## config.mk

```make
export PLATFORM = sky130hd
export DESIGN_NAME = pc_sequencer
export DESIGN_NICKNAME = d
export VERILOG_FILES = /design/src/rtl/pc_sequencer.sv
export SDC_FILE = /design/constraint.sdc
export NUM_CORES = 1
export LEC_CHECK = 0
export ABC_AREA = 1
export BUFFER_PORTS_ARGS = -buffer_cell sky130_fd_sc_hd__buf_4
export CAP_MARGIN = 20
export CORE_ASPECT_RATIO = 0.6
export CORE_MARGIN = 2
export CORE_UTILIZATION = 42
export CTS_CLUSTER_DIAMETER = 150
export DETAILED_ROUTE_END_ITERATION = 10
export PLACE_DENSITY = 0.76
export SKIP_CTS_REPAIR_TIMING = 1
export SLEW_MARGIN = 20
export SYNTH_ARGS = -nofsm -noshare
export SYNTH_HDL_FRONTEND = slang
export SYNTH_SLANG_ARGS = --single-unit
```

## constraint.sdc

```tcl
create_clock -name clk -period 2.62 [get_ports clk]
set_input_delay 0.262 -clock clk [delete_from_list [all_inputs] [get_ports clk]]
set_output_delay 0.262 -clock clk [all_outputs]
set_load 0.02 [all_outputs]
```

## src/rtl/pc_sequencer.sv

```systemverilog
// pc_sequencer
//   Multi-cycle program-counter controller for the 20-bit datapath.
//   It fetches a 16-bit instruction over a req/ack handshake and then spends
//   one EXEC cycle on it:
//     - BR and BZ are resolved locally.
//     - HALT parks the sequencer.
//     - Every other opcode is handed to the datapath with a one-cycle
//       instr_valid pulse.
//   With zero-wait memory the sequencer completes one instruction every
//   2 cycles.
//
// Parameters
//   RESET_PC  PC loaded at reset and on restart from HALT
//   TIMEOUT   FETCH cycles without imem_ack before entering ERR (1..255)
//
// Optional build macro
//   BRANCH_STATS_EN  adds output taken_cnt, a saturating count of taken
//                    BR/BZ branches. It is cleared by reset and by restart
//                    from HALT.
//
// Ports
//   clk, rst_n   clock; asynchronous active-low reset
//   start        level start request, honoured only in IDLE or HALT
//   imem_req     fetch request, high for the whole FETCH state
//   imem_addr    fetch address (pc while imem_req=1, else 0)
//   imem_ack     memory response, imem_data valid in the same cycle
//   imem_data    instruction: [15:12] opcode, [11:8] unused, [7:0] offset
//   flag_z       datapath zero flag, sampled in EXEC
//   pc           program counter register
//   instr        last fetched instruction
//   instr_valid  one-cycle pulse: instr is a datapath op
//   busy         high in FETCH and EXEC
//   halted       high in HALT
//   err          high in ERR (terminal until reset)
//
// Handshake: imem_req is a level request. A fetch completes on the first
// rising edge where imem_req and imem_ack are both high. If imem_ack and the
// timeout land in the same cycle, the ack wins.
module pc_sequencer #(
   parameter logic [19:0] RESET_PC = 20'h00000,
   parameter int          TIMEOUT  = 15
) (
   input  logic        clk,
   input  logic        rst_n,
   input  logic        start,
   output logic        imem_req,
   output logic [19:0] imem_addr,
   input  logic        imem_ack,
   input  logic [15:0] imem_data,
   input  logic        flag_z,
   output logic [19:0] pc,
   output logic [15:0] instr,
   output logic        instr_valid,
   output logic        busy,
   output logic        halted,
   output logic        err
`ifdef BRANCH_STATS_EN
   ,
   output logic [15:0] taken_cnt
`endif
);

   localparam logic [2:0] S_IDLE  = 3'd0;
   localparam logic [2:0] S_FETCH = 3'd1;
   localparam logic [2:0] S_EXEC  = 3'd2;
   localparam logic [2:0] S_HALT  = 3'd3;
   localparam logic [2:0] S_ERR   = 3'd4;

   localparam logic [3:0] OP_BR   = 4'hA;
   localparam logic [3:0] OP_BZ   = 4'hB;
   localparam logic [3:0] OP_HALT = 4'hF;

   localparam logic [7:0] TMO_LIMIT = 8'(TIMEOUT);

   logic [2:0]  state;
   logic [7:0]  tmo_cnt;
   logic [3:0]  opcode;
   logic [19:0] pc_inc;
   logic [19:0] br_target;
   logic        taken;

   assign opcode    = instr[15:12];
   assign pc_inc    = pc + 20'd1;
   // The sign-extended offset is relative to PC+1, so 8'hFF branches to itself.
   assign br_target = pc_inc + {{12{instr[7]}}, instr[7:0]};
   assign taken     = (state == S_EXEC) &&
                      ((opcode == OP_BR) || ((opcode == OP_BZ) && flag_z));

   // Outputs decode straight from state, so an asynchronous reset clears
   // them (including imem_req mid-fetch) without waiting for a clock edge.
   assign imem_req    = (state == S_FETCH);
   assign imem_addr   = imem_req ? pc : 20'd0;
   assign instr_valid = (state == S_EXEC) && (opcode != OP_BR) &&
                        (opcode != OP_BZ) && (opcode != OP_HALT);
   assign busy        = (state == S_FETCH) || (state == S_EXEC);
   assign halted      = (state == S_HALT);
   assign err         = (state == S_ERR);

   always_ff @(posedge clk or negedge rst_n) begin
      if (!rst_n) begin
         state   <= S_IDLE;
         pc      <= RESET_PC;
         instr   <= 16'd0;
         tmo_cnt <= 8'd0;
      end else begin
         case (state)
            S_IDLE: begin
               if (start) state <= S_FETCH;
            end
            S_FETCH: begin
               if (imem_ack) begin
                  instr   <= imem_data;
                  tmo_cnt <= 8'd0;
                  state   <= S_EXEC;
               end else if (tmo_cnt + 8'd1 == TMO_LIMIT) begin
                  tmo_cnt <= 8'd0;
                  state   <= S_ERR;
               end else begin
                  tmo_cnt <= tmo_cnt + 8'd1;
               end
            end
            S_EXEC: begin
               if (opcode == OP_HALT) begin
                  state <= S_HALT;
               end else begin
                  pc    <= taken ? br_target : pc_inc;
                  state <= S_FETCH;
               end
            end
            S_HALT: begin
               if (start) begin
                  pc    <= RESET_PC;
                  state <= S_FETCH;
               end
            end
            S_ERR: begin
               state <= S_ERR;
            end
            default: begin
               state <= S_IDLE;
            end
         endcase
      end
   end

`ifdef BRANCH_STATS_EN
   always_ff @(posedge clk or negedge rst_n) begin
      if (!rst_n) begin
         taken_cnt <= 16'd0;
      end else if ((state == S_HALT) && start) begin
         taken_cnt <= 16'd0;
      end else if (taken && (taken_cnt != 16'hFFFF)) begin
         taken_cnt <= taken_cnt + 16'd1;
      end
   end
`endif

endmodule

```

==> reports/results.ini <==
[synthesis]
synthArstFlopShare_pct = 100
synth_top_family_by_area = simple AND/OR/NAND/NOR gates
synthXorXnorAreaFrac_pct = 3.70
ys.flop_type = dfrtp_1
synth.area.mux_share_pct = 3.67
syn_nets = 634
syn-cell-area_um2 = 3990
synth_adder_area_share_pct = 8.03
synth_compound_area_share_pct = 11.2
synth_seq_cells = 47
synthTopCellsByArea = dfrtp_1 (29%), nand2_1 (13%), inv_1 (8.6%)
synth_edf_count = 0
yosysWarnings = 0
yosys.area_share.simple_pct = 33.7
ys_types = 38
avgSynthCellArea_um2 = 6.79
post_synth_inst_count = 588
yosysSeqAreaShare_pct = 29.5
yosysTopAreaCellShare_pct = 29.5
synth_top_area_cell = dfrtp_1

[setup_path]
cp.arrival_ps = 2980
path_class = reg -> reg
worstPathCellList = ha_4 -> nand3_4 -> nor2_4 -> nand2_4 -> nor3_4 -> buf_6 -> nand3b_1 -> nand2_2 -> inv_2 -> ha_4 -> nand4_1 -> nor3_2 -> nand2_1 -> nand3_1 -> nand3_2 -> nand2_1 -> nand2_1
start_kind = flop
cpPeakStageDelay_ps = 450
crit_family = simple AND/OR/NAND/NOR gates
critPathBufInv = 2
critical-path-slowest-cell = dfrtp_1
cp_common_cell = nand2_1
end_kind = flop
worst_ep_required_time_ps = 2820
path_max_fanout = 6

[die]
coreArea_um2 = 9190
die-area_um2 = 10300
start_util_pct = 43.4
die_height_um = 79.5
core.rowCount = 27
io_pins = 82
die_width_um = 130

[sta]
grt_setup_unrepaired = yes
setup_violations = 9
setup_ws_ps = -162
hold_viol_final = 32
timing.setup.tns_ps = -647
tightest_slew_ps = 839
min_period_ps = 2780
fin_hold_ws_ps = -22.8
period_share_pct = 106
slew_headroom_pct = 43.9
clock_skew_ps = 6.83
fmax_ghz = 0.360
drv_slew = 0

[route]
wl_per_cell_um = 15.8
firstDrtPassIters = 6
routed_via_density = 5.38
wl_mm = 13.1
drtAntennaViolNets = 0
drt_iter0_drc = 456
routed-via-count = 4487
drcViolationCount = 0

[power_and_ir_drop]
comb_power_share_pct = 66.0
p_sw_uw = 3230
p_int_uw = 3230
ir_worst_vdd_uv = 719
power.leakage_uw = 0.00288
power_per_cell_area_nw_per_um2 = 1180
pwr-share-clk_pct = 13.5
power_uw = 6470
power.share.switching_pct = 50.0
seq_power_share_pct = 20.5

[grt]
grt_pass1_vias = 4122
grt_max_degree = 48
grt_usage_pct = 24.6
antenna_found_initial = 0
grt.overflow.total = 0
grt_pass1_wl_mm = 20.2

[cts]
clock_latency_ps = 300
cts_buffers = 5
cts.clk_slew.worst_paths_ps = 80
cts-root-buf = clkbuf_16
cts_tree = built
clk_path_buf_depth = 2
cts.htree.levels = 2
clkSinkCount = 47

[cells_and_area]
ff_latch_area_um2 = 1180
syn2layout_area_growth_pct = 36.7
multi_input_area_um2 = 2680
num_antenna_cells = 0
fill_cells = 820
fin_util_pct = 59.4
layout.nets = 749
layout-drive-gt1-share_pct = 30.4

[status]
status = finished, violations left
violations = hold timing, setup timing

[place]
dp_slack_ps = -117
portBuffers = 81
hpwl_mm = 9.44
place_congestion = 0.972

[hold_path]
hp-class = in -> async

[flow_run]
max_cap_violations = 0

[cells in the mapped netlist, types with 5 or more instances]
cell     instances
dfrtp_1         47
buf_2            7
ha_1            24
o21ai_1          8
nor3_1           5
mux2_2          12
nor2_1          67
o21ai_0         29
o22ai_1          5
nand3_1         53
nand2_2          6
nand4_1         10
xor2_1          14
inv_1           91
nand2_1        140
nor2_2           5
a21oi_1         31
[final cells by class]
type / count / area share (%)
multi-input cells: 437 / 49.0
clock inverters: 3 / 1.31
inverters: 94 / 6.47
clock buffers: 5 / 2.29
well taps: 130 / 2.98
repair buffers: 118 / 16.3
flip-flops and latches: 47 / 21.6
[power by group through the flow]
| stage | combinational [µW] | sequential [µW] | clock (µW) |
|---|---|---|---|
| floorplan | 2190 | 1470 | 0 |
| finish | 4270 | 1320 | 876 |
| global placement | 3670 | 1270 | 0 |
| detailed placement | 3760 | 1280 | 0 |
| CTS | 3810 | 1270 | 875 |
| global route | 4630 | 1360 | 920 |
[sequential cells by signal, indices dropped and copies added (netlist names)]
register	cells
pc	20
instr	16
tmo_cnt	8
state	3
[stage by stage]
| stage | area [µm²] | instances |
|---|---|---|
| finish | 5460 | 834 |
| CTS | 5110 | 824 |
| detailed placement | 4910 | 816 |
| global placement | 4910 | 816 |
| global route | 5460 | 834 |
| floorplan | 3990 | 588 |
[per-layer routing]
metal	track usage, %	up-vias	part of all wire [%]
met5	0	-	0
met4	5.27	0	1.2
met3	5.03	20	9.4
met2	38.3	254	45
met1	35.2	2091	44
li1	-	2122	-
[worst paths after layout]
path                               startpoint    endpoint  slack (ps)  cells after the start
max in group asynchronous               rst_n       pc[2]        2180                      1
worst min register to register      instr[11]   instr[11]         510                      1
worst min-delay path                    rst_n  tmo_cnt[4]         -20                      1
worst max-delay path                    pc[1]      pc[18]        -160                     17
worst max register to register          pc[1]      pc[18]        -160                     17
min in group clk                imem_data[11]   instr[11]         180                      2
[placed cells by master, fill, tap and decap left out, types with 3 or more instances in the layout]
master and count:
a21oi_1 24, a21oi_2 6, buf_4 117, clkbuf_16 5, dfrtp_1 44, dfrtp_2 3
ha_1 12, ha_4 11, inv_1 86, inv_2 8, mux2_2 12, nand2_1 132
nand2_2 14, nand3_1 47, nand3_2 6, nand4_1 10, nor2_1 64, nor2_2 8
nor2_4 4, nor3_1 4, o21ai_0 23, o21ai_1 13, o22ai_1 5, xor2_1 13
[cells by family after synthesis]
family | Yosys count
buf+inv | 104
fa+ha+maj | 25
flops | 47
mux | 13
xor+xnor | 16
compound gates | 83
simple gates | 300
Power figures use the tool's default switching activity.
